## src/rtl/spike_rate_decoder_if.sv

```systemverilog
// Result/control bundle between the spike rate decoder and its host.
// The host drives enable, the spike level and ready; the decoder returns a valid result and the overrun flag.
interface spike_rate_decoder_if #(
    parameter int CNT_W = 5,
    parameter int ISI_W = 8
);
    logic             en;
    logic             spike_in;
    logic             out_ready;
    logic             out_valid;
    logic [CNT_W-1:0] rate_out;
    logic [ISI_W-1:0] isi_out;
    logic             overrun;

    modport master (
        output en, spike_in, out_ready,
        input  out_valid, rate_out, isi_out, overrun
    );

    modport slave (
        input  en, spike_in, out_ready,
        output out_valid, rate_out, isi_out, overrun
    );
endinterface

```

## src/rtl/spike_rate_decoder.sv

```systemverilog
// Counts rising spike edges per fixed window and tracks the last inter-spike interval.
// Each completed window is offered through a single-entry valid/ready result register.
//
//  state | meaning
//  IDLE  | decoding off, all counters held at zero
//  RUN   | window running, one result per WINDOW cycles
module spike_rate_decoder #(
    parameter int WINDOW = 16,
    parameter int CNT_W  = 5,
    parameter int ISI_W  = 8
) (
    input  logic                 clk,
    input  logic                 rst,
    spike_rate_decoder_if.slave  bus
);
    localparam int WIN_W = (WINDOW > 2) ? $clog2(WINDOW) : 1;
    localparam logic [WIN_W-1:0] WIN_LAST = WIN_W'(WINDOW - 1);
    localparam logic [ISI_W-1:0] ISI_MAX  = '1;

    typedef enum logic {IDLE, RUN} state_t;

    state_t             state, state_next;
    logic               run;
    logic               spike_q;
    logic [WIN_W-1:0]   win_cnt;
    logic [CNT_W-1:0]   edge_cnt;
    logic [ISI_W-1:0]   isi_cnt;
    logic [ISI_W-1:0]   last_isi;
    logic               seen;

    logic               edge_det;
    logic               win_end;
    logic               slot_free;
    logic [CNT_W-1:0]   edge_cnt_next;
    logic [ISI_W-1:0]   last_isi_next;

    always_ff @(posedge clk or posedge rst) begin
        if (rst) state <= IDLE;
        else     state <= state_next;
    end

    // Dropping en in any RUN cycle abandons the partial window.
    always_comb begin
        state_next = state;
        run        = 1'b0;
        case (state)
            IDLE: if (bus.en) state_next = RUN;
            RUN: begin
                if (bus.en) run = 1'b1;
                else        state_next = IDLE;
            end
            default: state_next = IDLE;
        endcase
    end

    assign edge_det      = bus.spike_in & ~spike_q;
    assign win_end       = run && (win_cnt == WIN_LAST);
    assign slot_free     = ~bus.out_valid | bus.out_ready;
    assign edge_cnt_next = edge_cnt + CNT_W'(edge_det);
    assign last_isi_next = (edge_det && seen) ? isi_cnt : last_isi;

    always_ff @(posedge clk or posedge rst) begin
        if (rst) begin
            spike_q  <= 1'b0;
            win_cnt  <= '0;
            edge_cnt <= '0;
            isi_cnt  <= '0;
            last_isi <= '0;
            seen     <= 1'b0;
        end else begin
            spike_q <= bus.spike_in;
            if (!run) begin
                win_cnt  <= '0;
                edge_cnt <= '0;
                isi_cnt  <= '0;
                last_isi <= '0;
                seen     <= 1'b0;
            end else begin
                win_cnt  <= win_end ? '0 : win_cnt + WIN_W'(1);
                edge_cnt <= win_end ? '0 : edge_cnt_next;
                if (edge_det)               isi_cnt <= ISI_W'(1);
                else if (isi_cnt != ISI_MAX) isi_cnt <= isi_cnt + ISI_W'(1);
                last_isi <= last_isi_next;
                seen     <= seen | edge_det;
            end
        end
    end

    // A window that completes while the previous result is still stalled is lost.
    always_ff @(posedge clk or posedge rst) begin
        if (rst) begin
            bus.out_valid <= 1'b0;
            bus.rate_out  <= '0;
            bus.isi_out   <= '0;
            bus.overrun   <= 1'b0;
        end else if (win_end) begin
            if (slot_free) begin
                bus.out_valid <= 1'b1;
                bus.rate_out  <= edge_cnt_next;
                bus.isi_out   <= last_isi_next;
            end else begin
                bus.overrun   <= 1'b1;
            end
        end else if (bus.out_valid && bus.out_ready) begin
            bus.out_valid <= 1'b0;
        end
    end
endmodule

```

## src/flat_wrapper.sv

```systemverilog
// flat-port wrapper written by rule: the top's interface ports become plain ports
module spike_rate_decoder_flat 
#(
    parameter int WINDOW = 16,
    parameter int CNT_W  = 5,
    parameter int ISI_W  = 8
)
  (clk, rst, bus_en, bus_spike_in, bus_out_ready, bus_out_valid, bus_rate_out, bus_isi_out, bus_overrun);
  spike_rate_decoder_if #(.CNT_W(CNT_W), .ISI_W(ISI_W)) bus_i ();
  input  logic clk;
  input  logic rst;
  input wire logic [$bits(bus_i.en)-1:0] bus_en;
  input wire logic [$bits(bus_i.spike_in)-1:0] bus_spike_in;
  input wire logic [$bits(bus_i.out_ready)-1:0] bus_out_ready;
  output wire logic [$bits(bus_i.out_valid)-1:0] bus_out_valid;
  output wire logic [$bits(bus_i.rate_out)-1:0] bus_rate_out;
  output wire logic [$bits(bus_i.isi_out)-1:0] bus_isi_out;
  output wire logic [$bits(bus_i.overrun)-1:0] bus_overrun;
  assign bus_i.en = bus_en;
  assign bus_i.spike_in = bus_spike_in;
  assign bus_i.out_ready = bus_out_ready;
  assign bus_out_valid = bus_i.out_valid;
  assign bus_rate_out = bus_i.rate_out;
  assign bus_isi_out = bus_i.isi_out;
  assign bus_overrun = bus_i.overrun;
  spike_rate_decoder #(.WINDOW(WINDOW), .CNT_W(CNT_W), .ISI_W(ISI_W)) u_core (.clk(clk), .rst(rst), .bus(bus_i));
endmodule
```

## config.mk

```make
export PLATFORM = sky130hd
export DESIGN_NAME = spike_rate_decoder_flat
export DESIGN_NICKNAME = d
export VERILOG_FILES = /design/src/rtl/spike_rate_decoder_if.sv /design/src/rtl/spike_rate_decoder.sv /design/src/flat_wrapper.sv
export SDC_FILE = /design/constraint.sdc
export NUM_CORES = 1
export LEC_CHECK = 0
export ABC_AREA = 1
export CAP_MARGIN = 0
export CORE_AREA = 2 2 84 86
export CTS_CLUSTER_DIAMETER = 50
export DETAILED_ROUTE_END_ITERATION = 10
export DIE_AREA = 0 0 86 88
export DONT_BUFFER_PORTS = 1
export GPL_ROUTABILITY_DRIVEN = 0
export MAX_ROUTING_LAYER = met4
export PLACE_DENSITY_LB_ADDON = 0.08
export SLEW_MARGIN = 20
export SYNTH_ARGS = -nofsm -noshare
export SYNTH_HDL_FRONTEND = slang
export SYNTH_SLANG_ARGS = --single-unit
```

## constraint.sdc

```tcl
create_clock -name clk -period 1.48 [get_ports clk]
set_input_delay 0.296 -clock clk [delete_from_list [all_inputs] [get_ports clk]]
set_output_delay 0.296 -clock clk [all_outputs]
set_load 0.05 [all_outputs]
```

==> flow_summary.yaml, run 1 <==
worst_setup_path:
  r2r_slack_ns: 0.08
  r2r_cells: 6
  critical_path.top_delay_family: "flip-flops"
  worstSetupEndpointType: "register"
  path_cells: "nor2_4 -> ha_2 -> ha_2 -> nand3_1 -> xor2_1 -> o21ai_1"
  rr_endpoint: "u_core.bus.rate_out[4]"
  cp.arrival_ns: 1.58
  slowest_stage: "dfrtp_1"
  cp_data_required_time_ns: 1.66
  crit_buf_inv: 0
  startpoint_type: "register"
  rr_startpoint: "u_core.spike_q"
  slowest_delay_ns: 0.42
  crit_path_frequent_cell: "ha_2"
  path_max_fanout: 2
  critPathKind: "reg2reg"
sta:
  tightestPinTransition_ns: 0.4875
  skew_ns: 0.008395
  max_clock_freq_ghz: 0.7139
  timing.hold.ws_ns: 0.02295
  drv_slew: 0
  fin_crit_ns: 1.401
  finalSetupViolCount: 0
  fin_crit_sh_pct: 94.65
  final-hold-violation-count: 0
  relSlewSlack_pct: 67.50
logic_synthesis:
  synth_top_family_by_area: "simple AND/OR/NAND/NOR gates"
  netlist_area_mm2: 0.001923
  yosys_warnings: 0
  seq_area_frac_synth_pct: 55.95
  yosysTopAreaCell: "dfrtp_1"
  synthAdderAreaFrac_pct: 2.602
  synth_mux_area_share_pct: 0
  synth.avg_cell_area_um2: 9.114
  synth_xor_area_share_pct: 2.277
  synth-compound-area-share_pct: 6.636
  ys_types: 24
  synth_top_area_share_pct: 55.95
  synthSimpleGateAreaFrac_pct: 27.20
  synth_seq_cells: 43
  synth_area_leaders: "dfrtp_1, nand2_1, nand3_1"
  syn_inst: 211
  synth_nets: 220
cts:
  cts_root_buf: "clkbuf_8"
  cts_tree: "yes"
  clock_sinks: 43
  clock_latency_ns: 0.29
  cts_buffers: 5
  cts_htree_levels: 2
  clk_pin_slew_worst_paths_ns: 0.08
  ctsLongestPathBuffers: 2
die:
  ios: 20
  core_mm2: 0.006644
  initial_utilization_pct: 28.95
  row_count: 30
  die-width_um: 86
  die_h_um: 88
  dieArea_mm2: 0.007568
hold_path:
  hp-start: "bus_spike_in"
  hold_end: "u_core.spike_q"
  min_path_cells: 0
  hp-class: "in2reg"
cells_and_area:
  final_common_cell: "nand2_1"
  final_util_pct: 32.92
  final_cell_mix: "nand2_1, dfrtp_1, nor2_1"
  n_antenna_cell: 0
  nFillCells: 702
  drive_gt1_share_pct: 15.63
  ff_latch_area_mm2: 0.001076
  fin_nets: 233
  multi_input_area_um2: 758.2
  syn_to_final_growth_pct: 13.73
grt:
  grt_max_degree: 44
  grt_pass1_vias: 1386
  grt_pass1_wl_um: 6624
  grtUsageTotal_pct: 11.62
  grt-ovfl-total: 0
  antenna_found_initial: 0
route:
  detail-route-antenna-nets: 0
  drt_iter0_drc: 61
  dr.pass1.iters: 4
  routed_via_density: 4.299
  drt-total-wl_um: 3712
  drc: 0
  vias: 1307
  wire_per_inst_um: 12.21
run:
  max-cap-violations: 0
power:
  p_per_area_mw_per_mm2: 932.8
  leakagePower_uw: 0.001090
  ir_drop_uv: 383.3
place:
  hpwlAfterDp_um: 2662
  io_buffers: 0
outcome:
  status: "complete, no violations"
## layout make-up
| class | instances | share of cell area, % |
|---|---|---|
| inverters | 20 | 3.604 |
| clock inverters | 1 | 0.2288 |
| flip-flops and latches | 43 | 49.20 |
| clock buffers | 6 | 3.776 |
| well taps | 80 | 4.577 |
| repair buffers | 9 | 3.947 |
| multi-input cells | 145 | 34.67 |
## through the flow
step | power [uW] | setup TNS, ns | std cells | instance area, um^2 | worst slack (ns)
2_1_floorplan | 1268 | 0 | 211 | 1923 | 0.1006
3_3_place_gp | 1304 | 0 | 295 | 2061 | 0.09679
3_5_place_dp | 1303 | 0 | 295 | 2061 | 0.06960
4_1_cts | 2086 | 0 | 303 | 2158 | 0.04934
5_1_grt | 2134 | -0.0006712 | 304 | 2187 | -0.0006712
6_report | 2040 | 0 | 304 | 2187 | 0.07921
## cell families (layout without fill, tap and decap cells)
family                     count (synthesis)  in the layout
AOI/OAI and AO/OA                         20             20
xor gates and xnor gates                   5              5
adders and majority gates                  4              4
buffers and inverters                     23             36
DFF                                       43             43
and+or+nand+nor                          116            116
## worst register-to-register path, cell delays in order, from the launching register on
cell     delay, ns
dfrtp_1       0.42
nor2_4        0.12
ha_2          0.19
ha_2          0.18
nand3_1       0.09
xor2_1        0.21
o21ai_1       0.08
## per-layer routing
metal  GRT usage [%]  vias to the layer above  share of wire (%)
li1                -                      691                  -
met1           15.11                      587                 51
met2           17.48                       23                 43
met3           3.487                        6                4.7
met4           3.463                        0                1.2
met5               -                        -                  0
## sequential cells by signal, indices dropped and copies added, names as in the netlist, 4 cells and up
name                 flops
u_core.bus.isi_out       8
u_core.isi_cnt           8
u_core.last_isi          8
u_core.bus.rate_out      5
u_core.edge_cnt          5
u_core.win_cnt           4
## worst max-delay path by stage
stage          slack [ns]                endpoint                  from  cells after the start
6_report             0.08  u_core.bus.rate_out[4]        u_core.spike_q                      6
5_1_grt           -0.0007  u_core.bus.rate_out[4]        u_core.spike_q                      6
4_1_cts              0.05  u_core.bus.rate_out[4]        u_core.spike_q                      6
3_5_place_dp         0.07  u_core.bus.rate_out[4]        u_core.spike_q                      6
3_3_place_gp          0.1  u_core.bus.rate_out[4]        u_core.spike_q                      6
2_1_floorplan        0.10   u_core.bus.isi_out[0]  u_core.bus.out_valid                      7
## power by group
group | switching (uW) | internal, uW
clock | 394 | 367
sequential | 7.57 | 1180
combinational | 61.5 | 27.2
total | 463 | 1580
## cell usage after synthesis, drive strengths merged
cell and instances:
nor3 1, and2 5, nand4 3, o21bai 2, a21oi 5, clkinv 1
dfrtp 43, nor2 21, nand2 71, buf 3, o21ai 13, nand3 15
ha 4, xnor2 1, xor2 4, inv 19
## repair_timing
item                       CTS  global route
setup endpoints to repair    0            15
hold endpoints to repair    43             0
buffers inserted             0             1
hold buffers                 1             0
resized for setup            0             8
Note: power is estimated with default switching activity, not from simulation.
==> run 2: changes to the inputs <==
--- a/config.mk
+++ b/config.mk
@@ -14,7 +14,7 @@
 export DONT_BUFFER_PORTS = 1
 export GPL_ROUTABILITY_DRIVEN = 0
 export MAX_ROUTING_LAYER = met4
-export PLACE_DENSITY_LB_ADDON = 0.08
+export PLACE_DENSITY_LB_ADDON = 0.15
 export SLEW_MARGIN = 20
 export SYNTH_ARGS = -nofsm -noshare
 export SYNTH_HDL_FRONTEND = slang
==> run 2 against run 1 <==
Effect of this change:
- register-to-register slack improved by 0.05 ns
- flip-flop and latch count unchanged
- global-route usage increased by 0.37 points
- critical path depth unchanged
- worst hold slack improved by 0.16 ns
- via count increased by 1.3%
==> flow_summary.yaml, run 2 (same netlist as run 1, synthesis figures left out) <==
outcome:
  status: "complete, no violations"
worst_setup_path:
  slowest_stage: "dfrtp_1"
  path_max_fanout: 2
  rr_endpoint: "u_core.bus.rate_out[4]"
  r2r_cells: 6
  startpoint_type: "register"
  r2r_slack_ns: 0.13
  slowest_delay_ns: 0.41
  critical_path.top_delay_family: "flip-flops"
  rr_startpoint: "u_core.spike_q"
  worstSetupEndpointType: "register"
  crit_buf_inv: 0
  path_cells: "nor2_4 -> ha_4 -> ha_2 -> nand3_1 -> xor2_1 -> o21ai_1"
  critPathKind: "reg2reg"
  cp_data_required_time_ns: 1.67
  cp.arrival_ns: 1.54
die:
  dieArea_mm2: 0.007568
  die_h_um: 88
  die-width_um: 86
  ios: 20
  initial_utilization_pct: 28.95
  row_count: 30
  core_mm2: 0.006644
route:
  drc: 0
  detail-route-antenna-nets: 0
  drt-total-wl_um: 3759
  routed_via_density: 4.285
  dr.pass1.iters: 4
  wire_per_inst_um: 12.17
  drt_iter0_drc: 44
  vias: 1324
hold_path:
  hp-start: "bus_en"
  min_path_cells: 2
  hold_end: "u_core.win_cnt[1]"
  hp-class: "in2reg"
grt:
  grt_pass1_wl_um: 6817
  grt-ovfl-total: 0
  antenna_found_initial: 0
  grtUsageTotal_pct: 11.98
  grt_pass1_vias: 1365
  grt_max_degree: 33
cells_and_area:
  top_regs: "u_core.bus.isi_out: 8 flops, u_core.isi_cnt: 8 flops, u_core.last_isi: 8 flops"
  final_common_cell: "nand2_1"
  final_util_pct: 33.94
  fin_nets: 237
  syn_to_final_growth_pct: 17.24
  stdcell_count: 309
  n_antenna_cell: 0
  ff_latch_area_mm2: 0.001076
  multi_input_area_um2: 769.5
  nFillCells: 704
  final_cell_mix: "nand2_1, dfrtp_1, nor2_1"
  drive_gt1_share_pct: 16.16
sta:
  tns_ns: 0
  relSlewSlack_pct: 67.68
  timing.hold.ws_ns: 0.1812
  fin_ws_ns: 0.1287
  rsz0062_at_grt: "no"
  finalSetupViolCount: 0
  fin_crit_sh_pct: 91.30
  skew_ns: 0.006078
  max_clock_freq_ghz: 0.7400
  drv_slew: 0
  fin_crit_ns: 1.351
  tightestPinTransition_ns: 0.4847
  final-hold-violation-count: 0
cts:
  cts_buffers: 5
  ctsLongestPathBuffers: 2
  clk_pin_slew_worst_paths_ns: 0.09
  cts_tree: "yes"
  clock_latency_ns: 0.29
  cts_root_buf: "clkbuf_8"
  clock_sinks: 43
  cts_htree_levels: 2
place:
  place_ws_ns: 0.09222
  io_buffers: 0
  dp.cells: 296
  hpwlAfterDp_um: 2631
power:
  p_per_area_mw_per_mm2: 977.1
  leakagePower_uw: 0.001115
  ir_drop_uv: 367.5
run:
  max-cap-violations: 0
==> run 2: worst max path at each step <==
stage / from / end / depth (start not counted)
CTS: u_core.spike_q / u_core.bus.rate_out[4] / 6
detailed placement: u_core.spike_q / u_core.bus.rate_out[4] / 6
global route: u_core.spike_q / u_core.bus.rate_out[4] / 6
floorplan: u_core.bus.out_valid / u_core.bus.isi_out[0] / 7
global placement: u_core.spike_q / u_core.bus.rate_out[4] / 6
finish: u_core.spike_q / u_core.bus.rate_out[4] / 6
==> run 2: worst reg2reg max path, cell delays in order, from the launching register on <==
cell and delay [ns]:
dfrtp_1 0.41, nor2_4 0.14, ha_4 0.15, ha_2 0.17, nand3_1 0.09, xor2_1 0.20, o21ai_1 0.08
==> run 2: stage by stage <==
step | area [um^2] | power (uW)
3_3_place_gp | 2068 | 1302
2_1_floorplan | 1923 | 1268
3_5_place_dp | 2068 | 1301
5_1_grt | 2255 | 2309
4_1_cts | 2191 | 2248
6_report | 2255 | 2203
==> run 2: power breakdown <==
| group | switching [uW] | internal [uW] | total [uW] |
|---|---|---|---|
| logic | 61.9 | 29.2 | 91.1 |
| registers | 8.10 | 1180 | 1190 |
| clock network | 418 | 503 | 920 |
| total | 488 | 1720 | 2200 |
==> run 2: timing repair <==
action / CTS / global route
resized for setup: 0 / 8
hold buffers: 1 / 2
endpoints found under the hold margin: 11 / 2
setup endpoints to repair: 0 / 12
buffers inserted: 0 / 2
==> run 2: final cells by class <==
| type | count | area share (%) |
|---|---|---|
| Timing Repair Buffer | 13 | 5.216 |
| Sequential cell | 43 | 47.72 |
| Tap cell | 80 | 4.440 |
| Multi-Input combinational cell | 145 | 34.13 |
| Clock inverter | 3 | 1.942 |
| Inverter | 20 | 3.496 |
| Clock buffer | 5 | 3.052 |
==> run 2: per-layer routing <==
metal / track usage [%] / wire [um]
met1: 15.62 / 1913
met5: - / 0
met3: 3.299 / 132
met2: 17.62 / 1639
met4: 4.762 / 73
==> run 3: changes to the inputs <==
==> constraint.sdc (replaced) <==
create_clock -name clk -period 1.4 [get_ports clk]
set_input_delay 0.28 -clock clk [delete_from_list [all_inputs] [get_ports clk]]
set_output_delay 0.28 -clock clk [all_outputs]
set_load 0.05 [all_outputs]
==> run 3 against run 2 <==
Effect of this change:
- non-clock buffer count stayed put
- sequential power is 6% higher
- global-route usage is 0.20 points lower
- register-to-register slack worse by 0.02 ns
- critical endpoint unchanged
==> flow_summary.yaml, run 3 (same netlist as run 1, synthesis figures left out) <==
outcome:
  status: "complete, no violations"
route:
  dr.pass1.iters: 4
  vias: 1338
  drt-total-wl_um: 3662
  drc: 0
  wire_per_inst_um: 11.85
  routed_via_density: 4.330
  detail-route-antenna-nets: 0
  drt_iter0_drc: 38
cts:
  clock_latency_ns: 0.29
  clk_pin_slew_worst_paths_ns: 0.08
  cts_root_buf: "clkbuf_8"
  cts_htree_levels: 2
  cts_setup_buffers: 0
  clock_sinks: 43
  cts_buffers: 5
  ctsLongestPathBuffers: 2
  cts_tree: "yes"
grt:
  grt_pass1_wl_um: 6637
  antenna_found_initial: 0
  grt_max_degree: 44
  grt_pass1_vias: 1404
  grtUsageTotal_pct: 11.78
  grt-ovfl-total: 0
worst_setup_path:
  startpoint_type: "register"
  r2r_cells: 6
  rr_endpoint: "u_core.bus.rate_out[4]"
  r2r_slack_ns: 0.10
  cp_data_required_time_ns: 1.62
  worstSetupEndpointType: "register"
  cp.arrival_ns: 1.52
  path_max_fanout: 2
  critPathKind: "reg2reg"
  rr_startpoint: "u_core.spike_q"
place:
  io_buffers: 0
  dpl_cell_area_mm2: 0.002083
  hpwlAfterDp_um: 2579
cells_and_area:
  final_common_cell: "nand2_1"
  multi_input_area_um2: 802.0
  top_regs: "u_core.bus.isi_out: 8 flops, u_core.isi_cnt: 8 flops, u_core.last_isi: 8 flops"
  ff_latch_area_mm2: 0.001076
  fin_nets: 237
  nFillCells: 696
  design_area_mm2: 0.002260
  drive_gt1_share_pct: 17.03
  n_antenna_cell: 0
  syn_to_final_growth_pct: 17.50
  final_cell_mix: "nand2_1, dfrtp_1, nor2_1"
die:
  dieArea_mm2: 0.007568
  core_mm2: 0.006644
  row_count: 30
  ios: 20
  die-width_um: 86
  die_h_um: 88
  initial_utilization_pct: 28.95
run:
  max-cap-violations: 0
power:
  clock_power_share_pct: 36.1
  ir_drop_uv: 314.4
  p_int_uw: 1637
  swShare_pct: 23.17
  p_sw_uw: 493.7
  finalPower_uw: 2130
  leakagePower_uw: 0.001113
  p_per_area_mw_per_mm2: 942.8
  comb_power_share_pct: 4.8
  pwr-share-seq_pct: 59.1
sta:
  drv_slew: 0
  rsz0062_at_grt: "yes"
  relSlewSlack_pct: 68.15
  max_clock_freq_ghz: 0.7718
  skew_ns: 0.002861
  fin_crit_ns: 1.296
  final-hold-violation-count: 0
  tightestPinTransition_ns: 0.4778
  finalSetupViolCount: 0
  fin_crit_sh_pct: 92.55
hold_path:
  hp-start: "bus_out_ready"
  hold_end: "u_core.bus.out_valid"
  hp-class: "in2reg"
  min_path_cells: 3
run 3: changes by cell type in the layout (fill, tap and decap cells not counted), sizes merged:
cell    before  now
bufinv       1    0
clkbuf       5    7
clkinv       3    2
run 3: repair_timing:
item,CTS,global route
pin swaps,2,3
endpoints found under the setup margin,1,15
resized for setup,4,10
hold buffers,3,0
endpoints found under the hold margin,45,0
run 3: final cells by class:
class	instances	area share, %
Sequential cell	43	47.62
Tap cell	80	4.430
Inverter	20	3.488
Clock inverter	1	0.2215
Clock buffer	7	3.378
Multi-Input combinational cell	145	35.49
Timing Repair Buffer	13	5.371
run 3: how the worst max path moves through the flow:
stage | startpoint | endpoint | slack (ns) | cells past startpoint
after floorplan | u_core.bus.out_valid | u_core.bus.isi_out[0] | 0.02 | 7
after detailed placement | u_core.spike_q | u_core.bus.rate_out[4] | -0.002 | 6
after global placement | u_core.spike_q | u_core.bus.rate_out[4] | -0.01 | 6
after global routing | u_core.spike_q | u_core.bus.rate_out[4] | -0.005 | 6
after CTS | u_core.spike_q | u_core.bus.rate_out[4] | 0.02 | 6
final | u_core.spike_q | u_core.bus.rate_out[4] | 0.10 | 6
run 3: stage by stage:
step | hold WS (ns) | instances | util (%) | setup TNS [ns] | setup slack (ns)
after floorplan | 0.3114 | 211 | - | 0 | 0.02059
after global placement | 0.2323 | 298 | 31.36 | -0.01226 | -0.01226
final | 0.2490 | 309 | 34.01 | 0 | 0.1043
after detailed placement | 0.2270 | 298 | 31.36 | -0.002225 | -0.002225
after global routing | 0.2538 | 309 | 34.01 | -0.005201 | -0.005201
after CTS | 0.2401 | 309 | 33.26 | 0 | 0.01507
run 3: per-layer routing:
| layer | track usage [%] | vias to the layer above | part of all wire, % |
|---|---|---|---|
| met4 | 5.628 | 0 | 2.1 |
| met5 | - | - | 0 |
| li1 | - | 697 | - |
| met1 | 14.58 | 615 | 51 |
| met3 | 2.922 | 5 | 2.9 |
| met2 | 18.04 | 21 | 44 |
run 3: power groups by stage:
stage	logic [uW]	registers, uW	clock network, uW
6_report	102	1260	769
2_1_floorplan	56.2	1280	0
3_5_place_dp	97.0	1280	0
5_1_grt	118	1260	844
3_3_place_gp	97.8	1280	0
4_1_cts	105	1260	814
run 3: worst max-delay path, stage by stage (launching register included):
cell     delay [ns]
dfrtp_1        0.41
nor2_4         0.16
ha_4           0.16
ha_4           0.13
nand3_2        0.09
xor2_2         0.16
o21ai_1        0.12
